--- src/rtl/run_ctrl.sv ---
// run_ctrl -- run sequencer for an attached processor.
//
// Purpose:
//   On a go request, holds the processor in start/init for START_CYCLES
//   cycles and then lets it run. The run ends when the processor raises
//   halt or when TIMEOUT run cycles expire. After a halt, the controller
//   can optionally read DUMP_LEN bytes of data memory from DUMP_BASE and
//   stream them out over a valid/ready handshake.
//
// Build option:
//   RUN_CTRL_DUMP_EN  defined   -> FETCH/SEND memory dump after halt
//                     undefined -> halt goes straight to DONE; the dump
//                                  outputs are tied to zero
//
// Ports:
//   CLK          in   clock, all state changes on the rising edge
//   reset_n      in   synchronous active-low reset
//   go           in   request a new run (honoured in IDLE/DONE only)
//   start        out  processor init/reset, high during INIT
//   halt         in   processor done flag, sampled only in RUN
//   mem_addr     out  [7:0] data-memory read address
//   mem_rd       out  data-memory read enable (FETCH only)
//   mem_data     in   [7:0] data-memory read data, combinational from mem_addr
//   dump_data    out  [7:0] readback byte
//   dump_valid   out  dump_data valid
//   dump_ready   in   consumer accepts the byte
//   busy         out  high in every state except IDLE and DONE
//   done         out  run finished (halt or timeout)
//   timeout      out  run aborted without halt
//   cycle_count  out  [15:0] RUN cycles in the current or last run

module run_ctrl #(
  parameter logic [7:0]  START_CYCLES = 8'd2,
  parameter logic [15:0] TIMEOUT      = 16'hFFFF,
  parameter logic [7:0]  DUMP_BASE    = 8'h00,
  parameter logic [7:0]  DUMP_LEN     = 8'd16
) (
  input  logic        CLK,
  input  logic        reset_n,
  input  logic        go,
  output logic        start,
  input  logic        halt,
  output logic [7:0]  mem_addr,
  output logic        mem_rd,
  input  logic [7:0]  mem_data,
  output logic [7:0]  dump_data,
  output logic        dump_valid,
  input  logic        dump_ready,
  output logic        busy,
  output logic        done,
  output logic        timeout,
  output logic [15:0] cycle_count
);

  // Last value of each counter before it triggers a transition.
  localparam logic [7:0]  INIT_LAST = START_CYCLES - 8'd1;
  localparam logic [15:0] RUN_LAST  = TIMEOUT - 16'd1;

`ifdef RUN_CTRL_DUMP_EN
  localparam logic [7:0]  DUMP_LAST = DUMP_LEN - 8'd1;

  typedef enum logic [2:0] {
    IDLE  = 3'd0,
    INIT  = 3'd1,
    RUN   = 3'd2,
    FETCH = 3'd3,
    SEND  = 3'd4,
    DONE  = 3'd5
  } state_t;
`else
  typedef enum logic [2:0] {
    IDLE  = 3'd0,
    INIT  = 3'd1,
    RUN   = 3'd2,
    DONE  = 3'd5
  } state_t;
`endif

  state_t      state_q;
  logic [7:0]  init_cnt_q;
  logic        start_q;
  logic        busy_q;
  logic        done_q;
  logic        timeout_q;
  logic [15:0] cycle_cnt_q;
  logic [15:0] cycle_cnt_d;

`ifdef RUN_CTRL_DUMP_EN
  logic [7:0]  mem_addr_q;
  logic        mem_rd_q;
  logic [7:0]  dump_data_q;
  logic        dump_valid_q;
  logic [7:0]  index_q;
`endif

  // Saturating increment of the run-cycle counter.
  assign cycle_cnt_d = (cycle_cnt_q == 16'hFFFF) ? cycle_cnt_q : cycle_cnt_q + 16'd1;

  always_ff @(posedge CLK) begin
    if (!reset_n) begin
      state_q      <= IDLE;
      init_cnt_q   <= 8'd0;
      start_q      <= 1'b0;
      busy_q       <= 1'b0;
      done_q       <= 1'b0;
      timeout_q    <= 1'b0;
      cycle_cnt_q  <= 16'd0;
`ifdef RUN_CTRL_DUMP_EN
      mem_addr_q   <= 8'd0;
      mem_rd_q     <= 1'b0;
      dump_data_q  <= 8'd0;
      dump_valid_q <= 1'b0;
      index_q      <= 8'd0;
`endif
    end else begin
      case (state_q)
        IDLE, DONE: begin
          if (go) begin
            state_q     <= INIT;
            init_cnt_q  <= 8'd0;
            start_q     <= 1'b1;
            busy_q      <= 1'b1;
            done_q      <= 1'b0;
            timeout_q   <= 1'b0;
            cycle_cnt_q <= 16'd0;
`ifdef RUN_CTRL_DUMP_EN
            index_q     <= 8'd0;
`endif
          end
        end

        INIT: begin
          // halt is deliberately not looked at here.
          if (init_cnt_q == INIT_LAST) begin
            state_q <= RUN;
            start_q <= 1'b0;
          end else begin
            init_cnt_q <= init_cnt_q + 8'd1;
          end
        end

        RUN: begin
          // halt takes priority over an expiring timeout in the same cycle,
          // and the halt cycle itself is not counted.
          if (halt) begin
`ifdef RUN_CTRL_DUMP_EN
            state_q    <= FETCH;
            mem_rd_q   <= 1'b1;
            mem_addr_q <= DUMP_BASE + index_q;
`else
            state_q    <= DONE;
            busy_q     <= 1'b0;
            done_q     <= 1'b1;
`endif
          end else begin
            cycle_cnt_q <= cycle_cnt_d;
            if (cycle_cnt_q == RUN_LAST) begin
              state_q   <= DONE;
              busy_q    <= 1'b0;
              done_q    <= 1'b1;
              timeout_q <= 1'b1;
            end
          end
        end

`ifdef RUN_CTRL_DUMP_EN
        FETCH: begin
          // Memory answers combinationally, so one cycle is enough.
          dump_data_q  <= mem_data;
          dump_valid_q <= 1'b1;
          mem_rd_q     <= 1'b0;
          state_q      <= SEND;
        end

        SEND: begin
          if (dump_ready) begin
            dump_valid_q <= 1'b0;
            index_q      <= index_q + 8'd1;
            if (index_q == DUMP_LAST) begin
              state_q <= DONE;
              busy_q  <= 1'b0;
              done_q  <= 1'b1;
            end else begin
              state_q    <= FETCH;
              mem_rd_q   <= 1'b1;
              // 8-bit add wraps FF -> 00 naturally.
              mem_addr_q <= DUMP_BASE + index_q + 8'd1;
            end
          end
        end
`endif

        default: begin
          state_q <= IDLE;
          busy_q  <= 1'b0;
          start_q <= 1'b0;
        end
      endcase
    end
  end

  assign start       = start_q;
  assign busy        = busy_q;
  assign done        = done_q;
  assign timeout     = timeout_q;
  assign cycle_count = cycle_cnt_q;

`ifdef RUN_CTRL_DUMP_EN
  assign mem_addr    = mem_addr_q;
  assign mem_rd      = mem_rd_q;
  assign dump_data   = dump_data_q;
  assign dump_valid  = dump_valid_q;
`else
  assign mem_addr    = 8'd0;
  assign mem_rd      = 1'b0;
  assign dump_data   = 8'd0;
  assign dump_valid  = 1'b0;

  // Dump-side inputs and parameters have no function in this build.
  logic unused_dump;
  assign unused_dump = ^{dump_ready, mem_data, DUMP_BASE, DUMP_LEN};
`endif

endmodule

--- config.mk ---
export PLATFORM = sky130hd
export DESIGN_NAME = run_ctrl
export DESIGN_NICKNAME = d
export VERILOG_FILES = /design/src/rtl/run_ctrl.sv
export SDC_FILE = /design/constraint.sdc
export NUM_CORES = 1
export LEC_CHECK = 0
export BUFFER_PORTS_ARGS = -buffer_cell sky130_fd_sc_hd__buf_2
export CORE_ASPECT_RATIO = 0.5
export CORE_MARGIN = 4
export CORE_UTILIZATION = 45
export CTS_CLUSTER_SIZE = 30
export DETAILED_ROUTE_END_ITERATION = 8
export GPL_TIMING_DRIVEN = 1
export PLACE_DENSITY = 0.72
export REMOVE_ABC_BUFFERS = 1
export SLEW_MARGIN = 25
export SYNTH_ARGS = -nofsm -noshare
export SYNTH_HDL_FRONTEND = slang
export SYNTH_SLANG_ARGS = --single-unit
--- constraint.sdc ---
create_clock -name CLK -period 4.2 [get_ports CLK]
set_input_delay 0.84 -clock CLK [delete_from_list [all_inputs] [get_ports CLK]]
set_output_delay 0.84 -clock CLK [all_outputs]
set_load 0.005 [all_outputs]
# --- Word-level counts from Yosys, hierarchy flattened ---
# Index checks and enable logic that the tools add are counted.
totals:
  reg_bits: 31
  in_bits: 13
  out_inout_bits: 38
  elab_cells: 59
classes:
  addsub: 2
  eq_ne: 13
  mux: 24
  bitwise: 2
  n_reduce_logical: 11
ops:
  columns: ["cell", "count"]
  rows:
  - ["$mux W16", 3]
  - ["$eq A16 B16 Y1 const B", 2]
  - ["$pmux W16 S2", 1]
  - ["$add A16 B1 Y16 const B", 1]
  - ["$mux W8", 2]
  - ["$pmux W8 S2", 1]
  - ["$reduce_and A3 Y1", 5]
  - ["$mux W3", 4]
  - ["$ne A2 B2 Y1 const B", 6]
  - ["$pmux W3 S3", 1]
  - ["$add A8 B1 Y8 const B", 1]
  - ["$eq A8 B1 Y1 const B", 1]
  - ["$mux W1", 8]
  - ["$reduce_and A4 Y1", 2]
  - ["$pmux W1 S3", 2]
  - ["$pmux W1 S2", 2]
  - ["$reduce_bool A2 Y1", 2]
  - ["$eq A3 B1 Y1 const B", 1]
  - ["$eq A3 B2 Y1 const B", 1]
  - ["$eq A3 B3 Y1 const B", 1]
  - ["$logic_not A3 Y1", 1]
  - ["$ne A3 B3 Y1 const B", 1]
  - ["$not A1 Y1", 2]
  - ["$reduce_or A2 Y1", 1]

# --- Logic depth before layout (Yosys ltp) ---
depth:
  depth_word: 4
  ltp_mapped: 8
  ltp_nobuf: 7

# --- Least setup slack after synthesis ---
# No wires, ideal clock.
synth_timing:
  kind: "input port to flip-flop"
  startpoint: "input port halt"
  endpoint: "register cycle_cnt_q[6] (netlist: cycle_count[6])"
  setup_ns: 0.073
  arrival_ns: 2.099
  t_required_ns: 4.127
  path_slack_ns: 2.028
  path_stages: 5
  path_buffers: 0
  path_cell_list: "nor4b_2 a21oi_2 or4_4 or3_1 a21oi_1"
synth_between:
  elab_chain_len: 2
synth_lines:
  columns: ["item", "line_no", "text"]
  rows:
  - ["start, declared", "42", "input logic halt,"]
  - ["$ne A2 B2 Y1 (no line)", null, null]
  - ["$reduce_and A4 Y1 (no line)", null, null]
  - ["end signal, assigned", "156", "cycle_cnt_q <= cycle_cnt_d;"]
  - ["end, declared", "85", "logic [15:0] cycle_cnt_q;"]
# No other way between the ends.
# A chain may end at the register's enable or synchronous reset.

# --- Final worst setup path ---
layout_timing:
  startpoint: "register state_q[2]"
  endpoint: "register cycle_cnt_q[6] (netlist: cycle_count[6])"
layout_between:
  elab_chain_len: 4
  word_cells_on_any_way: 10
  cone_classes: "eq/ne: 5; mux: 1; reduce/logical: 4"
layout_lines:
  columns: ["item", "line_no", "text"]
  rows:
  - ["start, declared", "79", "state_t state_q;"]
  - ["start signal, assigned", "101", "state_q <= IDLE;"]
  - ["start signal, assigned", "119", "state_q <= INIT;"]
  - ["start signal, assigned", "135", "state_q <= RUN;"]
  - ["$eq A3 B3 Y1 or $logic_not A3 Y1 (tied branches)", "116", "case (state_q)"]
  - ["$reduce_or A2 Y1", "116", null]
  - ["$ne A2 B2 Y1 (no line) or $reduce_bool A2 Y1 (tied branches)", null, null]
  - ["$reduce_and A4 Y1 (no line)", null, null]
# Several ways; a longest one is shown, not always the timed one.

==> results.ini <==
[floorplanning]
boundaryPins = 51
dieArea_mm2 = 0.00516
die_width_um = 97.6
die_y_um = 52.8
initial_core_util = 0.497
coreArea_mm2 = 0.00364
rows = 15

[logic_synthesis]
async_flop_share = 0
synthTopCellsByArea = dfxtp_1, buf_4, a21oi_1
synth_compound_area_frac = 0.188
ys_seq_elements = 31
synth_cell_types = 53
synthAdderAreaFrac = 0.0277
synth_top_area_frac = 0.343
yosys_warnings = 0
ys_seq_area_frac = 0.343
synthMuxAreaShare = 0.00623
netlist.top_cell.by_area = dfxtp_1
yosys.area_share.simple = 0.282
synthXorXnorAreaFrac = 0.0339
avgSynthCellArea_um2 = 8.26
synth_top_family_by_area = simple AND/OR/NAND/NOR gates
ys.flop_type = dfxtp_1
synth_cells = 219
syn_area_mm2 = 0.00181
synth_commonest_cells = dfxtp_1, nor2_1, buf_4, a21oi_1, nand2_1
synth.most_common_cell = dfxtp_1
synth_edf_count = 0

[clock_tree]
root_buffer = clkbuf_8
cts_htree_levels = 2
cts_resized = 0
cts_max_path_buffers = 2
cts_hold_buf = 0
tritoncts = yes
cts_setup_buffers = 0
clk_pin_slew_ns = 0.06
cts_buffers = 5
clock_latency_ns = 0.28
clkSinkCount = 31

[setup_path]
rr_worst_depth = 5
slowest_stage = or4_4
crit_family = simple AND/OR/NAND/NOR gates
crit_cells = 5
cp.arrival_ns = 2.33
endpoint_kind = flop
worstPathMaxFanout = 12
worstPathCellList = nor2_1 > nand2_1 > or4_4 > or3_1 > a21oi_1
cp.required_ns = 4.40
critPathKind = flop to flop
critPathMaxStageDelay_ns = 0.63
path_buf_inv = 0
cp-start-kind = flop

[timing]
timing.hold.ws_ns = 0.464
fin_crit_sh = 0.507
finalHoldViolations = 0
setup_viol = 0
fin_skew_ns = 0.00473
timing.fmax_mhz = 469
min_period_ns = 2.13
rsz0062_at_grt = no
tightest_slew_ns = 0.681
relSlewSlack = 0.545
finalSetupTns_ns = 0
final_max_slew_viol_count = 0

[grt]
grt_max_degree = 25
first_global_vias = 1370
grt-ovfl-total = 0
groute.usage.overall = 0.152
antenna_found_initial = 0
grt_pass1_wl_um = 6150

[detailed_routing]
drtIter0Drc = 55
drt_pass1_iterations = 4
vias = 1576
wl_per_cell_um = 12.6
drc = 0
ant_nets = 0
via_per_inst = 5.42
wirelength_um = 3660

[pwr]
power_frac_comb = 0.262
p_int_uw = 538
p_per_area_mw_per_mm2 = 414
power_switching_uw = 275
p_seq_frac = 0.422
swShare = 0.338
vdd_drop_max_mv = 0.170
p_clk_frac = 0.316
leakagePower_uw = 0.000789

[cells_and_area]
nNetsFinal = 256
layout-drive-gt1-share = 0.175
n_antenna_cell = 0
area_delta_synth_final_pct = 8.51

[placement]
post-dp-hpwl_um = 2630
io_buffers = 23
gp_congestion = 0.856

[flow_run]
maxCapViolations = 0

[status]
status = finished, final reports clean

[min_path]
whs_path_depth = 1
hold_path_class = flop to flop

==> power by group through the flow <==
stage	clock [µW]	sequential, µW	combinational (µW)
2_1_floorplan	0	344	159
3_5_place_dp	0	349	212
4_1_cts	266	342	213
5_1_grt	282	347	245
6_report	257	343	213
3_3_place_gp	0	348	208
==> through the flow <==
| step | instance area (µm²) | worst slack (ns) | cells | total power, µW | utilization |
|---|---|---|---|---|---|
| after floorplan | 1680 | 2.03 | 209 | 504 | - |
| after global placement | 1860 | 1.82 | 283 | 557 | 0.511 |
| after detailed placement | 1860 | 1.80 | 283 | 561 | 0.511 |
| after CTS | 1960 | 2.07 | 291 | 821 | 0.539 |
| after global routing | 1960 | 1.92 | 291 | 873 | 0.539 |
| final | 1960 | 2.07 | 291 | 813 | 0.539 |
==> cell usage in the layout (no fill, tap or decap), drive strengths merged, types with 2 or more instances in the layout <==
| cell | instances |
|---|---|
| dfxtp | 31 |
| buf | 23 |
| nor2 | 22 |
| a21oi | 19 |
| conb | 18 |
| nand2 | 16 |
| nand3 | 10 |
| o21ai | 10 |
| or3 | 8 |
| clkbuf | 8 |
| or4 | 7 |
| inv | 5 |
| and3 | 5 |
| xnor2 | 4 |
| o211ai | 4 |
| ha | 4 |
| nor2b | 3 |
| o2111ai | 3 |
| xor2 | 3 |
| o21a | 3 |
| nor3 | 3 |
| nand4 | 3 |
| nor3b | 2 |
| o22ai | 2 |
| a211oi | 2 |
| a31oi | 2 |
| nor4 | 2 |
| nor4b | 2 |
| a21o | 2 |
==> worst register-to-register path: cells and delay by family (launching register included) <==
family | cells | cell delay [ns]
flops | 1 | 0.40
compound gates | 1 | 0.14
simple gates | 4 | 1.52
==> sequential cells by signal, summed over array words and instances (netlist names) <==
name and cells:
state_q 3, done 1, busy 1, init_cnt_q 8, cycle_count 16, start 1, timeout 1
==> worst paths after layout <==
check        slack (ns)       start              to
max reg2reg        2.07  state_q[2]  cycle_count[6]
min reg2reg        0.46        done            done
min                0.46        done            done
max                2.07  state_q[2]  cycle_count[6]
==> area by class of cell <==
type	count	area [µm²]
inverter	6	22.5
fill	354	1680
tap	51	63.8
multi-input combinational	172	1040
sequential	31	621
clock buffer	8	100
timing repair buffer	23	115
==> cells by family (layout without fill, tap and decap cells) <==
| group | Yosys count | after routing |
|---|---|---|
| buf+inv | 33 | 37 |
| other cells | 1 | 18 |
| mux | 1 | 1 |
| xor+xnor | 7 | 7 |
| simple gates | 89 | 89 |
| compound gates | 53 | 53 |
| fa+ha+maj | 4 | 4 |
| flops | 31 | 31 |
==> metal layers <==
metal	part of all wire	wire length (µm)	GRT usage	vias to the layer above
met1	0.48	1760	0.186	731
met2	0.44	1590	0.246	46
li1	-	-	-	792
met4	0.013	47	0.0552	0
met3	0.069	251	0.0584	7
met5	0	0	0	-
(Power assumes the default switching activity.)
